===== src/rtl/frame_scanout_reader.sv =====
// VGA timing generator and front-framebuffer pixel fetcher with A/B swap at vblank start.
// Optional 2x2 pixel doubling is enabled by defining SCANOUT_PIXEL_DOUBLE_EN.
module frame_scanout_reader #(
  parameter int H_VIS   = 640,
  parameter int H_FP    = 16,
  parameter int H_SYNC  = 96,
  parameter int H_BP    = 48,
  parameter int V_VIS   = 480,
  parameter int V_FP    = 10,
  parameter int V_SYNC  = 2,
  parameter int V_BP    = 33,
  parameter int COLOR_W = 4,
  parameter int ADDR_W  = 19
) (
  input  logic                 clk,
  input  logic                 rst,
  input  logic                 swap_req,
  output logic                 swap_ack,
  output logic                 rd_buf,
  output logic                 rd_en,
  output logic [ADDR_W-1:0]    rd_addr,
  input  logic [3*COLOR_W-1:0] rd_data,
  output logic                 frame_start,
  output logic                 hsync,
  output logic                 vsync,
  output logic                 de,
  output logic [COLOR_W-1:0]   r,
  output logic [COLOR_W-1:0]   g,
  output logic [COLOR_W-1:0]   b
);

  localparam int H_TOT = H_VIS + H_FP + H_SYNC + H_BP;
  localparam int V_TOT = V_VIS + V_FP + V_SYNC + V_BP;
  localparam int HW    = $clog2(H_TOT);
  localparam int VW    = $clog2(V_TOT);

`ifdef SCANOUT_PIXEL_DOUBLE_EN
  localparam int FB_W = H_VIS / 2;
  localparam int FB_H = V_VIS / 2;
`else
  localparam int FB_W = H_VIS;
  localparam int FB_H = V_VIS;
`endif

  localparam logic [HW-1:0]     H_LAST    = HW'(H_TOT - 1);
  localparam logic [HW-1:0]     H_VIS_C   = HW'(H_VIS);
  localparam logic [HW-1:0]     HS_BEG    = HW'(H_VIS + H_FP);
  localparam logic [HW-1:0]     HS_END    = HW'(H_VIS + H_FP + H_SYNC);
  localparam logic [VW-1:0]     V_LAST    = VW'(V_TOT - 1);
  localparam logic [VW-1:0]     V_VIS_C   = VW'(V_VIS);
  localparam logic [VW-1:0]     VS_BEG    = VW'(V_VIS + V_FP);
  localparam logic [VW-1:0]     VS_END    = VW'(V_VIS + V_FP + V_SYNC);
  localparam logic [ADDR_W-1:0] LAST_ADDR = ADDR_W'(FB_W * FB_H - 1);

  logic [HW-1:0]          h_cnt_r, h_nxt_s;
  logic [VW-1:0]          v_cnt_r, v_nxt_s;
  logic                   vis_r;
  logic                   vis_nxt_s, issue_nxt_s, origin_nxt_s;
  logic                   hs_act_s, vs_act_s, swap_pt_s;
  logic                   s1_de_r, s1_fetch_r, s1_hs_r, s1_vs_r;
  logic [3*COLOR_W-1:0]   pix_r;
`ifdef SCANOUT_PIXEL_DOUBLE_EN
  logic [ADDR_W-1:0]      line_start_r;
`endif

  // Next raster position and what S0 will issue there; sync windows of the current position
  always_comb begin
    h_nxt_s = h_cnt_r + HW'(1);
    v_nxt_s = v_cnt_r;
    if (h_cnt_r == H_LAST) begin
      h_nxt_s = '0;
      if (v_cnt_r == V_LAST) begin
        v_nxt_s = '0;
      end else begin
        v_nxt_s = v_cnt_r + VW'(1);
      end
    end else begin
      h_nxt_s = h_cnt_r + HW'(1);
    end
    vis_nxt_s    = (h_nxt_s < H_VIS_C) && (v_nxt_s < V_VIS_C);
    origin_nxt_s = (h_nxt_s == '0) && (v_nxt_s == '0);
`ifdef SCANOUT_PIXEL_DOUBLE_EN
    issue_nxt_s  = vis_nxt_s && !h_nxt_s[0];
`else
    issue_nxt_s  = vis_nxt_s;
`endif
    hs_act_s  = (h_cnt_r >= HS_BEG) && (h_cnt_r < HS_END);
    vs_act_s  = (v_cnt_r >= VS_BEG) && (v_cnt_r < VS_END);
    swap_pt_s = (h_cnt_r == '0) && (v_cnt_r == V_VIS_C) && swap_req;
  end

  // S0: raster counters, read strobe and incrementing read pointer (address of the current fetch)
  always_ff @(posedge clk or posedge rst) begin
    if (rst) begin
      h_cnt_r      <= '0;
      v_cnt_r      <= '0;
      vis_r        <= 1'b0;
      rd_en        <= 1'b0;
      frame_start  <= 1'b0;
      rd_addr      <= '0;
`ifdef SCANOUT_PIXEL_DOUBLE_EN
      line_start_r <= '0;
`endif
    end else begin
      h_cnt_r     <= h_nxt_s;
      v_cnt_r     <= v_nxt_s;
      vis_r       <= vis_nxt_s;
      rd_en       <= issue_nxt_s;
      frame_start <= origin_nxt_s;
      if (origin_nxt_s) begin
        rd_addr      <= '0;
`ifdef SCANOUT_PIXEL_DOUBLE_EN
        line_start_r <= '0;
`endif
      end else if (issue_nxt_s) begin
`ifdef SCANOUT_PIXEL_DOUBLE_EN
        // Odd lines replay the even line above them; even lines continue past it
        if ((h_nxt_s == '0) && v_nxt_s[0]) begin
          rd_addr <= line_start_r;
        end else if (rd_addr != LAST_ADDR) begin
          rd_addr <= rd_addr + ADDR_W'(1);
          if (h_nxt_s == '0) begin
            line_start_r <= rd_addr + ADDR_W'(1);
          end
        end
`else
        if (rd_addr != LAST_ADDR) begin
          rd_addr <= rd_addr + ADDR_W'(1);
        end
`endif
      end
    end
  end

  // Front/back selection: toggles only when a request is present at vblank start
  always_ff @(posedge clk or posedge rst) begin
    if (rst) begin
      rd_buf   <= 1'b0;
      swap_ack <= 1'b0;
    end else if (swap_pt_s) begin
      rd_buf   <= ~rd_buf;
      swap_ack <= 1'b1;
    end else begin
      swap_ack <= 1'b0;
    end
  end

  // S1/S2: delay sync and de to meet the memory data, then register the pins
  always_ff @(posedge clk or posedge rst) begin
    if (rst) begin
      s1_de_r    <= 1'b0;
      s1_fetch_r <= 1'b0;
      s1_hs_r    <= 1'b1;
      s1_vs_r    <= 1'b1;
      de         <= 1'b0;
      hsync      <= 1'b1;
      vsync      <= 1'b1;
      pix_r      <= '0;
    end else begin
      s1_de_r    <= vis_r;
      s1_fetch_r <= rd_en;
      s1_hs_r    <= ~hs_act_s;
      s1_vs_r    <= ~vs_act_s;
      de         <= s1_de_r;
      hsync      <= s1_hs_r;
      vsync      <= s1_vs_r;
      if (!s1_de_r) begin
        pix_r <= '0;
      end else if (s1_fetch_r) begin
        pix_r <= rd_data;
      end
    end
  end

  assign {r, g, b} = pix_r;

endmodule


===== config.mk =====
export PLATFORM = sky130hd
export DESIGN_NAME = frame_scanout_reader
export DESIGN_NICKNAME = d
export VERILOG_FILES = /design/src/rtl/frame_scanout_reader.sv
export SDC_FILE = /design/constraint.sdc
export NUM_CORES = 1
export LEC_CHECK = 0
export CAP_MARGIN = 5
export CELL_PAD_IN_SITES_DETAIL_PLACEMENT = 0
export CELL_PAD_IN_SITES_GLOBAL_PLACEMENT = 1
export CORE_MARGIN = 5
export CORE_UTILIZATION = 42
export CTS_BUF_LIST = sky130_fd_sc_hd__clkbuf_4 sky130_fd_sc_hd__clkbuf_8
export CTS_CLUSTER_DIAMETER = 150
export DETAILED_ROUTE_END_ITERATION = 8
export PLACE_DENSITY = 0.81
export SYNTH_ARGS = -nofsm -noshare
export SYNTH_HDL_FRONTEND = slang
export SYNTH_SLANG_ARGS = --single-unit

===== constraint.sdc =====
create_clock -name clk -period 3.96 [get_ports clk]
set_input_delay 0.792 -clock clk [delete_from_list [all_inputs] [get_ports clk]]
set_output_delay 0.792 -clock clk [all_outputs]
set_load 0.02 [all_outputs]

==> impl_metrics.py, run 1 <==
metrics = {
    "status": {
        "status": "complete, no violations",
    },
    "setup_path": {
        "endpoint_kind": "flip-flop",
        "critical-path-max-stage-delay_ns": 0.60,
        "crit_fanout": 15,
        "crit_top_cell": "or4_4",
        "slowest_stage": "or4_4",
        "r2r_slack_ns": 0.60,
        "cp-startpoint": "h_cnt_r[7]$_DFF_PP0_",
        "required_ns": 4.23,
        "start_kind": "flip-flop",
        "worstReg2RegEnd": "rd_addr[7]$_DFFE_PP0P_",
        "worstPathCellList": "or4b_1 > nor4_1 > xnor2_1 > and4b_1 > or4_4 > or4_4 > a21oi_2",
        "rr_worst_depth": 7,
        "crit_type": "reg2reg",
        "worstPathArrival_ns": 3.63,
        "r2r_start": "h_cnt_r[7]$_DFF_PP0_",
    },
    "hold_path": {
        "min_path_type": "reg2reg",
        "hp-start": "s1_vs_r$_DFF_PP1_",
        "min_path_cells": 0,
        "min_to": "vsync$_DFF_PP1_",
    },
    "sta": {
        "tns_ns": 0,
        "relSlewSlack": 0.555,
        "fin_crit_sh": 0.848,
        "setup_viol": 0,
        "hold_violations": 0,
        "whs_ns": 0.351,
        "fin_ws_ns": 0.604,
        "max_freq_mhz": 298,
        "rsz0062_at_grt": "no",
        "period_needed_ns": 3.36,
        "worst_slew_pin_slew_ns": 0.667,
        "drv_slew": 0,
        "fin_skew_ns": 0.0116,
    },
    "layout": {
        "antenna_cells": 0,
        "final_cell_count_no_fill": 461,
        "synthToLayoutAreaGrowth_pct": 25.7,
        "post_route_cells_drive_above_1_share": 0.0967,
        "fillers": 675,
        "nets": 378,
    },
    "logic_synthesis": {
        "synth_area_leaders": "dfrtp_1 (46%), xnor2_1 (5.6%), and2_1 (3.4%), dfstp_2 (3.4%), nor2_1 (2.9%)",
        "ys_seq_area_frac": 0.494,
        "synth_seq_cells": 61,
        "synth.avg_cell_area_um2": 10.0,
        "synth_edf_count": 0,
        "netlist.top_cell.by_area": "dfrtp_1",
        "synthArstFlopShare": 1.00,
        "ys.flop_type": "dfrtp_1",
        "synthTopCellsByCount": "dfrtp_1 (57), nor2_1 (24), xnor2_1 (20)",
        "ys_warn_count": 0,
        "synth_top_area_frac": 0.460,
        "syn_nets": 331,
        "netlist_area_mm2": 0.00310,
        "synth_cells": 310,
        "synth_cell_types": 52,
        "yosysMostFrequentCell": "dfrtp_1",
    },
    "clock_network": {
        "htree_levels": 3,
        "cts-root-buf": "clkbuf_8",
        "postCtsHoldBufs": 0,
        "cts_buffers": 9,
        "cts_tree": "built",
        "cts_setup_buffers": 0,
        "clkSinkCount": 61,
        "cts_resized": 0,
        "clkTransAtPathRegs_ns": 0.07,
        "cts_max_path_buffers": 2,
        "clk_latency_ns": 0.34,
    },
    "power_and_ir_drop": {
        "cellLeakagePower_nw": 1.59,
        "p_total_mw": 1.25,
        "ir_drop_uv": 167,
        "powerDensity_mw_per_mm2": 320,
    },
    "die": {
        "die_x_um": 95.9,
        "start_util": 0.430,
        "fp.dieH_um": 95.9,
        "dieArea_mm2": 0.00920,
        "ioPinCount": 53,
        "rows": 31,
        "core_area_mm2": 0.00721,
    },
    "drt": {
        "ant_nets": 0,
        "dr.first_iter.drc_count": 114,
        "routed_wl_um": 6860,
        "wl_per_cell_um": 14.9,
        "dr.pass1.iters": 4,
        "via_count": 2479,
        "via_per_inst": 5.38,
        "drc": 0,
    },
    "global_route": {
        "gr-total-overflow": 0,
        "grt_max_degree": 33,
        "antenna_found_initial": 0,
        "grt.total_usage": 0.162,
        "grt_pass1_wl_um": 11500,
        "grt_pass1_vias": 2325,
    },
    "placement": {
        "post-dp-hpwl_um": 4770,
        "finalWeightedCongestion": 0.804,
        "port_buffers": 52,
        "dp_slack_ns": 0.640,
        "dpl.cell_count": 445,
    },
    "job": {
        "cap_violations": 0,
    },
}
-- cell families after synthesis --
logic type	Yosys count	synth area share
flip-flops	61	0.494
AND/OR/NAND/NOR	149	0.282
AO/OA/AOI/OAI	33	0.0730
XOR/XNOR	28	0.0791
multiplexers	2	0.00645
adder cells (fa/ha/maj)	6	0.0242
buffers and inverters	31	0.0411
-- registers in the layout (all words and copies together), names as in the netlist --
signal,count
h_cnt_r,10
rd_buf,1
frame_start,1
v_cnt_r,10
s1_hs_r,1
vis_r,1
de,1
swap_ack,1
pix_r,12
s1_vs_r,1
rd_addr,19
vsync,1
s1_fetch_r,1
hsync,1
-- through the flow --
step            util  instance area, um^2
2_1_floorplan      -                 3100
3_3_place_gp   0.512                 3700
4_1_cts        0.540                 3900
6_report       0.540                 3900
3_5_place_dp   0.512                 3700
5_1_grt        0.540                 3900
-- power by group --
part / switching, mW / leakage [nW] / internal [mW]
Combinational: 0.0252 / 0.718 / 0.0262
Clock: 0.228 / 0.108 / 0.335
Sequential: 0.00141 / 0.766 / 0.630
-- routing by layer --
| metal | global-route usage | up-vias | part of all wire |
|---|---|---|---|
| met1 | 0.225 | 1204 | 0.48 |
| li1 | - | 1202 | - |
| met4 | 0.0758 | 0 | 0.015 |
| met3 | 0.0383 | 7 | 0.054 |
| met5 | 0 | - | 0 |
| met2 | 0.237 | 66 | 0.45 |
-- cell type report --
class                           instances  area, um^2  area share
Clock buffer                           14         168      0.0430
Clock inverter                          2        35.0     0.00899
Inverter                               11        41.3      0.0106
Multi-Input combinational cell        218        1450       0.372
Sequential cell                        61        1530       0.393
Tap cell                               99         124      0.0318
Timing Repair Buffer                   56         551       0.141
-- worst max-delay path by stage --
| stage | endpoint | slack [ns] | depth (start not counted) |
|---|---|---|---|
| after floorplan | rd_addr[7]$_DFFE_PP0P_ | 0.76 | 9 |
| after global placement | rd_addr[7]$_DFFE_PP0P_ | 0.69 | 7 |
| after detailed placement | rd_addr[7]$_DFFE_PP0P_ | 0.64 | 7 |
| after CTS | rd_addr[7]$_DFFE_PP0P_ | 0.59 | 7 |
| after global routing | rd_addr[7]$_DFFE_PP0P_ | 0.42 | 7 |
| final | rd_addr[7]$_DFFE_PP0P_ | 0.60 | 7 |
-- worst max-delay path: cells and delay by family (launching register included) --
kind / cells / cell delay (ns)
AOI/OAI and AO/OA: 1 / 0.13
xor gates and xnor gates: 1 / 0.20
DFF: 1 / 0.53
and+or+nand+nor: 5 / 2.43
-- layout by cell type (no fill, tap or decap), types with 8 or more instances in the layout --
cell             synthesis  routed
nand4_1                 12      12
clkdlybuf4s50_1          0      52
nor3_1                  12      12
clkbuf_8                 0      10
dfrtp_1                 57      57
o21ai_0                 11      11
nand2_1                 19      19
nor4_1                  12      11
inv_1                   11      10
xnor2_1                 20      20
nand3_1                 15      15
xor2_1                   8       8
and2_1                  17      17
nor2_1                  24      24
Note: power is estimated with default switching activity, not from simulation.
==> inputs of run 2 (changes only) <==
CORE_UTILIZATION = 38   (was 42)
PLACE_DENSITY = 0.78   (was 0.81)
clock period = 2.8 ns   (was 3.96 ns; I/O delays follow)
==> run 2 against run 1 <==
Against the previous run:
- the run now ends with negative setup slack left
- combinational power grew 46%
- sequential cell count stayed put
- die area is 9.4% higher
- clock skew increased by 0.0062 ns
- sequential share of layout area decreased by 4.7 points
- critical path depth unchanged
- power increased by 43%
- sequential power is 41% higher
- critical path type unchanged
- largest cell class is now multi-input gates
==> impl_metrics.py, run 2 (synthesis results as in run 1) <==
metrics = {
    "global_route": {
        "grt_max_degree": 62,
        "grt_pass1_wl_um": 12700,
        "antenna_found_initial": 0,
        "gr-total-overflow": 0,
        "grt_pass1_vias": 2627,
        "grt.total_usage": 0.159,
    },
    "sta": {
        "worst_slew_pin_slew_ns": 0.457,
        "whs_ns": 0.356,
        "max_freq_mhz": 347,
        "relSlewSlack": 0.691,
        "fin_ws_ns": -0.0860,
        "setup_viol": 19,
        "fin_crit_sh": 1.03,
        "hold_violations": 0,
        "period_needed_ns": 2.89,
        "drv_slew": 0,
        "fin_skew_ns": 0.0178,
        "rsz0062_at_grt": "yes",
    },
    "placement": {
        "port_buffers": 52,
        "post-dp-hpwl_um": 5340,
        "finalWeightedCongestion": 0.826,
    },
    "clock_network": {
        "cts_tree": "built",
        "cts_max_path_buffers": 2,
        "postCtsHoldBufs": 0,
        "cts_buffers": 9,
        "clkSinkCount": 61,
        "cts-root-buf": "clkbuf_8",
        "htree_levels": 3,
        "clk_latency_ns": 0.35,
        "clkTransAtPathRegs_ns": 0.08,
    },
    "layout": {
        "post_route_cells_drive_above_1_share": 0.234,
        "top_register": "rd_addr",
        "layout_common_cells": "dfrtp_1 (56), clkdlybuf4s50_1 (52), buf_4 (48)",
        "layout_commonest_cell": "dfrtp_1",
        "nets": 427,
        "top_regs": "rd_addr (19), pix_r (12)",
        "antenna_cells": 0,
        "largest_reg_flops": 19,
        "synthToLayoutAreaGrowth_pct": 43.0,
    },
    "hold_path": {
        "min_path_type": "reg2reg",
        "min_path_cells": 0,
    },
    "drt": {
        "via_per_inst": 5.22,
        "routed_wl_um": 7560,
        "via_count": 2692,
        "dr.pass1.iters": 4,
        "ant_nets": 0,
        "drc": 0,
        "dr.first_iter.drc_count": 107,
        "wl_per_cell_um": 14.6,
    },
    "setup_path": {
        "cp_top_family": "simple AND/OR/NAND/NOR gates",
        "critical-path-max-stage-delay_ns": 0.56,
        "endpoint_kind": "flip-flop",
        "slowest_stage": "or4b_4",
        "worstPathCellList": "or4b_4 > nor4_2 > xor2_1 > and4b_1 > or4_4 > or4_4 > a21oi_2",
        "start_kind": "flip-flop",
        "required_ns": 3.08,
        "rr_worst_depth": 7,
        "crit_type": "reg2reg",
        "worst-path-stages": 7,
        "worstPathArrival_ns": 3.17,
        "crit_fanout": 5,
        "crit_top_cell": "or4_4",
        "crit_buf_inv": 0,
    },
    "die": {
        "core_area_mm2": 0.00809,
        "rows": 33,
        "fp.dieH_um": 100,
        "ioPinCount": 53,
        "die_x_um": 100,
        "dieArea_mm2": 0.0101,
        "start_util": 0.383,
    },
    "power_and_ir_drop": {
        "p_total_mw": 1.78,
        "ir_drop_uv": 260,
        "powerDensity_mw_per_mm2": 401,
        "cellLeakagePower_nw": 1.85,
    },
    "status": {
        "status": "finished with violations",
        "violations": "negative setup slack",
    },
    "job": {
        "cap_violations": 0,
    },
}
run 2: repair_timing:
| action | 4_1_cts | 5_1_grt |
|---|---|---|
| setup buffers | 2 | 3 |
| setup endpoints to repair | 20 | 20 |
| resized for setup | 6 | 3 |
| pin swaps | 1 | 0 |
| cloned | 1 | 0 |
run 2: final timing paths:
check | from | endpoint | slack [ns]
setup / recovery | h_cnt_r[7]$_DFF_PP0_ | rd_addr[7]$_DFFE_PP0P_ | -0.09
hold / removal | s1_vs_r$_DFF_PP1_ | vsync$_DFF_PP1_ | 0.36
setup reg to reg | h_cnt_r[7]$_DFF_PP0_ | rd_addr[7]$_DFFE_PP0P_ | -0.09
hold reg to reg | s1_vs_r$_DFF_PP1_ | vsync$_DFF_PP1_ | 0.36
max in group asynchronous | rst | s1_hs_r$_DFF_PP1_ | 1.88
min in group asynchronous | rst | rd_addr[7]$_DFFE_PP0P_ | 0.59
run 2: power by group:
group | total, mW | internal [mW] | leakage (nW) | switching [mW]
Sequential | 0.892 | 0.890 | 0.765 | 0.00193
Clock | 0.811 | 0.459 | 0.102 | 0.352
Combinational | 0.0751 | 0.0392 | 0.987 | 0.0359
run 2: final cells by class:
cell class,instances,area [um^2]
multi-input cells,218,1550
inverters,11,46.3
flip-flops and latches,61,1530
well taps,105,131
fillers,752,3660
clock buffers,11,151
repair buffers,105,968
clock inverters,5,58.8
run 2: stage by stage:
| step | instance area (um^2) | setup WS (ns) | instances | TNS [ns] | util |
|---|---|---|---|---|---|
| floorplan | 3190 | -0.256 | 310 | -0.387 | - |
| global placement | 4120 | -0.0875 | 494 | -0.581 | 0.509 |
| detailed placement | 4120 | -0.0970 | 494 | -1.54 | 0.509 |
| CTS | 4410 | -0.0952 | 513 | -1.63 | 0.545 |
| global route | 4430 | -0.237 | 516 | -4.01 | 0.548 |
| finish | 4430 | -0.0860 | 516 | -1.14 | 0.548 |
run 2: layer usage:
metal | part of all wire | vias up | track usage
met5 | 0 | - | 0
li1 | - | 1305 | -
met1 | 0.47 | 1319 | 0.212
met4 | 0.020 | 0 | 0.0674
met2 | 0.47 | 54 | 0.253
met3 | 0.045 | 14 | 0.0313
